File: src/rtl/number_stream_tx.sv
// Operand stream transmitter: buffers up to DEPTH words over a load port and
// replays them in write order on a valid/ready stream, marking the final word.
module number_stream_tx #(
  parameter int WIDTH = 8,
  parameter int DEPTH = 8,
  parameter int CNT_W = 4
) (
  input  logic             CLK,
  input  logic             RESETZ,
  input  logic             LOAD_VALID,
  input  logic [WIDTH-1:0] LOAD_DATA,
  output logic             LOAD_READY,
  input  logic             START,
  output logic             TX_VALID,
  output logic [WIDTH-1:0] TX_DATA,
  output logic             TX_LAST,
  input  logic             TX_READY,
  output logic             BUSY,
  output logic             DONE,
  output logic [CNT_W-1:0] LEVEL
);
  localparam int               AW   = (DEPTH > 1) ? $clog2(DEPTH) : 1;
  localparam logic [CNT_W-1:0] ONE  = CNT_W'(1);
  localparam logic [CNT_W-1:0] FULL = CNT_W'(DEPTH);

  typedef enum logic [1:0] {IDLE, SEND, FIN} state_t;

  state_t           state;
  logic [WIDTH-1:0] mem [DEPTH];
  logic [CNT_W-1:0] wr_cnt, rd_ptr, rd_nxt;
  logic             accept, go;

  assign LOAD_READY = (state == IDLE) && (wr_cnt < FULL);
  assign accept     = LOAD_VALID && LOAD_READY;
  assign go         = START && ((wr_cnt != '0) || accept);
  assign rd_nxt     = rd_ptr + ONE;
  assign BUSY       = (state == SEND);
  assign LEVEL      = wr_cnt;

  // storage has no reset; only wr_cnt defines which entries are live
  always_ff @(posedge CLK) begin
    if (accept) mem[wr_cnt[AW-1:0]] <= LOAD_DATA;
  end

  always_ff @(posedge CLK or negedge RESETZ) begin
    if (!RESETZ) begin
      state    <= IDLE;
      wr_cnt   <= '0;
      rd_ptr   <= '0;
      TX_VALID <= 1'b0;
      TX_DATA  <= '0;
      TX_LAST  <= 1'b0;
      DONE     <= 1'b0;
    end else begin
      DONE <= 1'b0;
      case (state)
        IDLE: begin
          if (accept) wr_cnt <= wr_cnt + ONE;
          if (go) begin
            state    <= SEND;
            rd_ptr   <= '0;
            TX_VALID <= 1'b1;
            // an empty buffer can only start through a same-cycle load, so
            // the first word bypasses the not-yet-written memory
            TX_DATA  <= (wr_cnt == '0) ? LOAD_DATA : mem[0];
            TX_LAST  <= (wr_cnt == '0) || ((wr_cnt == ONE) && !accept);
          end
        end
        SEND: begin
          if (TX_READY) begin
            if (TX_LAST) begin
              state    <= FIN;
              TX_VALID <= 1'b0;
              TX_LAST  <= 1'b0;
              DONE     <= 1'b1;
            end else begin
              rd_ptr  <= rd_nxt;
              TX_DATA <= mem[rd_nxt[AW-1:0]];
              TX_LAST <= (rd_nxt == wr_cnt - ONE);
            end
          end
        end
        FIN: begin
          state  <= IDLE;
          wr_cnt <= '0;
          rd_ptr <= '0;
        end
        default: state <= IDLE;
      endcase
    end
  end
endmodule
File: config.mk
export PLATFORM = sky130hd
export DESIGN_NAME = number_stream_tx
export DESIGN_NICKNAME = d
export VERILOG_FILES = /design/src/rtl/number_stream_tx.sv
export SDC_FILE = /design/constraint.sdc
export NUM_CORES = 1
export LEC_CHECK = 0
export ABC_AREA = 1
export CAP_MARGIN = 15
export CORE_MARGIN = 4
export CORE_UTILIZATION = 55
export DETAILED_ROUTE_END_ITERATION = 16
export GPL_TIMING_DRIVEN = 0
export PLACE_DENSITY = 0.75
export SLEW_MARGIN = 20
export SYNTH_ARGS = -nofsm -noshare
export SYNTH_HDL_FRONTEND = slang
export SYNTH_SLANG_ARGS = --single-unit
File: constraint.sdc
create_clock -name CLK -period 4.4 [get_ports CLK]
set_input_delay 0.88 -clock CLK [delete_from_list [all_inputs] [get_ports CLK]]
set_output_delay 0.88 -clock CLK [all_outputs]
set_load 0.02 [all_outputs]
==> run metrics <==
status finished clean; slowest stage cell, crit path clkdlybuf4s50_1; CTS clk-pin slew, worst paths 0.10 ns; # diodes 0; # setup viols final 0; dpl hpwl 5870 µm; clock latency on the worst-skew pair 0.36 ns; placed inst area 4360 µm²; IO Count 30; max_cap viols 0; DRT Wirelength 8430 µm; Die W 92.7 µm; Seq/Total Area, Yosys 0.621; clock sink count 85; CP Data Arrival Time 1.89 ns; hold crit path type flop to flop; GP Congestion 0.843; Slew Limit Fails 0; Core Region 6870 µm²; area grow syn2layout 15.7%; Tot Pwr 3.29 mW; Worst-Margin Slew 0.962 ns; Leak 1.83 nW; # rows 30; Critical Path Source Type flop; synth cell count leaders nand2_1, nor2_1, edfxtp_1; most common cell in the synthesized netlist nand2_1; Initial Util 0.574; Inst Count DP 521; Root Driver clkbuf_8; Slew headroom 0.356; Post-CTS Hold Buffers 0; DR WL/cell 15.7 µm; first-pass GRT wire length 13600 µm; initial antenna violation count 0; Worst EP required 3.52 ns; vias 2886; Area contributors post-synth edfxtp_1, dfrtp_1, nand2_1; CP max stage delay 0.64 ns; Main synth FF type edfxtp_1; yosys warns 0; share of cells above drive strength 1 0.109; Distinct cells, synth 29; initial DRC count 189; number of global-route vias before repair 2658; post-synthesis area per instance 9.96 µm²; pwr dens 721 nW/µm²; Resize count post-CTS 0; cell family contributing the most delay on the critical path buffers and inverters; Synth area leader edfxtp_1; Finished Layout Cells 537; Critical Path, Cell by Cell inv_1 > nand2_2 > inv_1 > clkdlybuf4s50_1; CTS Buffer Depth 2; Setup Fix Bufs, Post-CTS 0; CP endpoint kind output port; clk_skew 0.0135 ns; post-synth top area share 0.487; minimum clock period 2.77 ns; asr flop ratio synth 0.247; TritonRoute pass-1 iters 5; # DRC 0; H-tree lvl count 3; vias per cell 5.37; Syn Nets 413; pin count of the biggest net entering global routing 22; Max FO, Critical Path 6; RSZ-0062 raised after global routing false; total grt overflow 0; critical path class flop to output port; hold slack 0.485 ns; Mapped Area 3940 µm²; CP most frequent cell inv_1; Buffers on Ports 29; Peak Freq 361 MHz; Overall Global Routing Usage 0.209; Finished Cell Area 4560 µm²; Hold Vio Cnt, Final 0; sum of negative setup slack 0 ns; Final ANT Viol Nets 0; die area 8590 µm²; Mapped Cells 396; Inserted Clock Buffers 9; WP buf/inv 3; VDD IR max 0.000295 V; CTS tree yes; Final Cycle Share 0.630; EDFF count, synth 64; chip height 92.7 µm; final net count 453; #FFs+latches synth 85
-- cell type report --
class / count / area (µm²)
plain buffers: 15 / 77.6
inverters: 21 / 78.8
flip-flops and latches: 85 / 2450
multi-input cells: 275 / 1350
repair buffers: 29 / 290
clock inverters: 7 / 75.1
clock buffers: 9 / 124
well taps: 96 / 120
fillers: 535 / 2310
-- cell usage in the layout, fill, tap and decap left out, drive strengths merged, types with 4 or more instances in the layout --
cell | synthesis | layout
o211ai | 12 | 12
dfrtp | 21 | 21
a21oi | 5 | 5
edfxtp | 64 | 64
ha | 4 | 4
clkdlybuf4s50 | 0 | 29
nor2 | 73 | 73
buf | 11 | 11
xnor2 | 4 | 4
o21ai | 37 | 37
nand3 | 16 | 16
clkbuf | 4 | 13
nand2 | 114 | 114
inv | 21 | 25
-- per-stage QoR --
step                 util  setup slack [ns]
finish              0.664              1.63
global route        0.664              1.53
CTS                 0.664              1.61
detailed placement  0.635              1.56
global placement    0.634              1.28
floorplan               -              2.24
-- worst min-delay path: stages, from the launching register on --
cell     delay, ns
dfrtp_1       0.35
nand2_1       0.05
nand2_1       0.05
-- metal layers --
metal,share of wire,vias to the layer above,GRT usage
met5,0,-,0
met4,0.019,0,0.0769
met3,0.053,14,0.0309
met2,0.47,92,0.331
met1,0.46,1371,0.294
li1,-,1409,-
-- logic make-up after synthesis --
| group | share of synthesized area |
|---|---|
| and+or+nand+nor | 0.234 |
| DFF | 0.621 |
| AOI/OAI and AO/OA | 0.0793 |
| buffers and inverters | 0.0397 |
| xor gates and xnor gates | 0.0133 |
| adders and majority gates | 0.0127 |
-- power by group --
part / total, mW / switching [mW] / internal [mW]
Sequential: 1.09 / 0.0824 / 1.00
Clock: 0.550 / 0.325 / 0.225
Combinational: 1.65 / 1.05 / 0.598
Total: 3.29 / 1.46 / 1.83
-- state kept, by name, summed over array words and instances (netlist names) --
name,cells
mem,64
TX_LAST,1
state,2
rd_ptr,4
LEVEL,4
TX_DATA,8
DONE,1
TX_VALID,1
-- worst paths after layout --
| check | startpoint | end | slack, ns | cells past startpoint |
|---|---|---|---|---|
| worst max-delay path | state[1]$_DFFE_PN0P_ | BUSY | 1.63 | 4 |
| worst min-delay path | TX_DATA[3]$_DFFE_PN0P_ | TX_DATA[3]$_DFFE_PN0P_ | 0.48 | 2 |
| worst max register to register | state[0]$_DFFE_PN0P_ | mem[4][5]$_DFFE_PP_ | 2.26 | 5 |
| worst min register to register | TX_DATA[3]$_DFFE_PN0P_ | TX_DATA[3]$_DFFE_PN0P_ | 0.48 | 2 |
| max in group asynchronous | RESETZ | rd_ptr[0]$_DFFE_PN0P_ | 2.77 | 1 |
| min in group asynchronous | RESETZ | TX_VALID$_DFFE_PN0P_ | 1.04 | 1 |
Note: power is estimated with default switching activity, not from simulation.
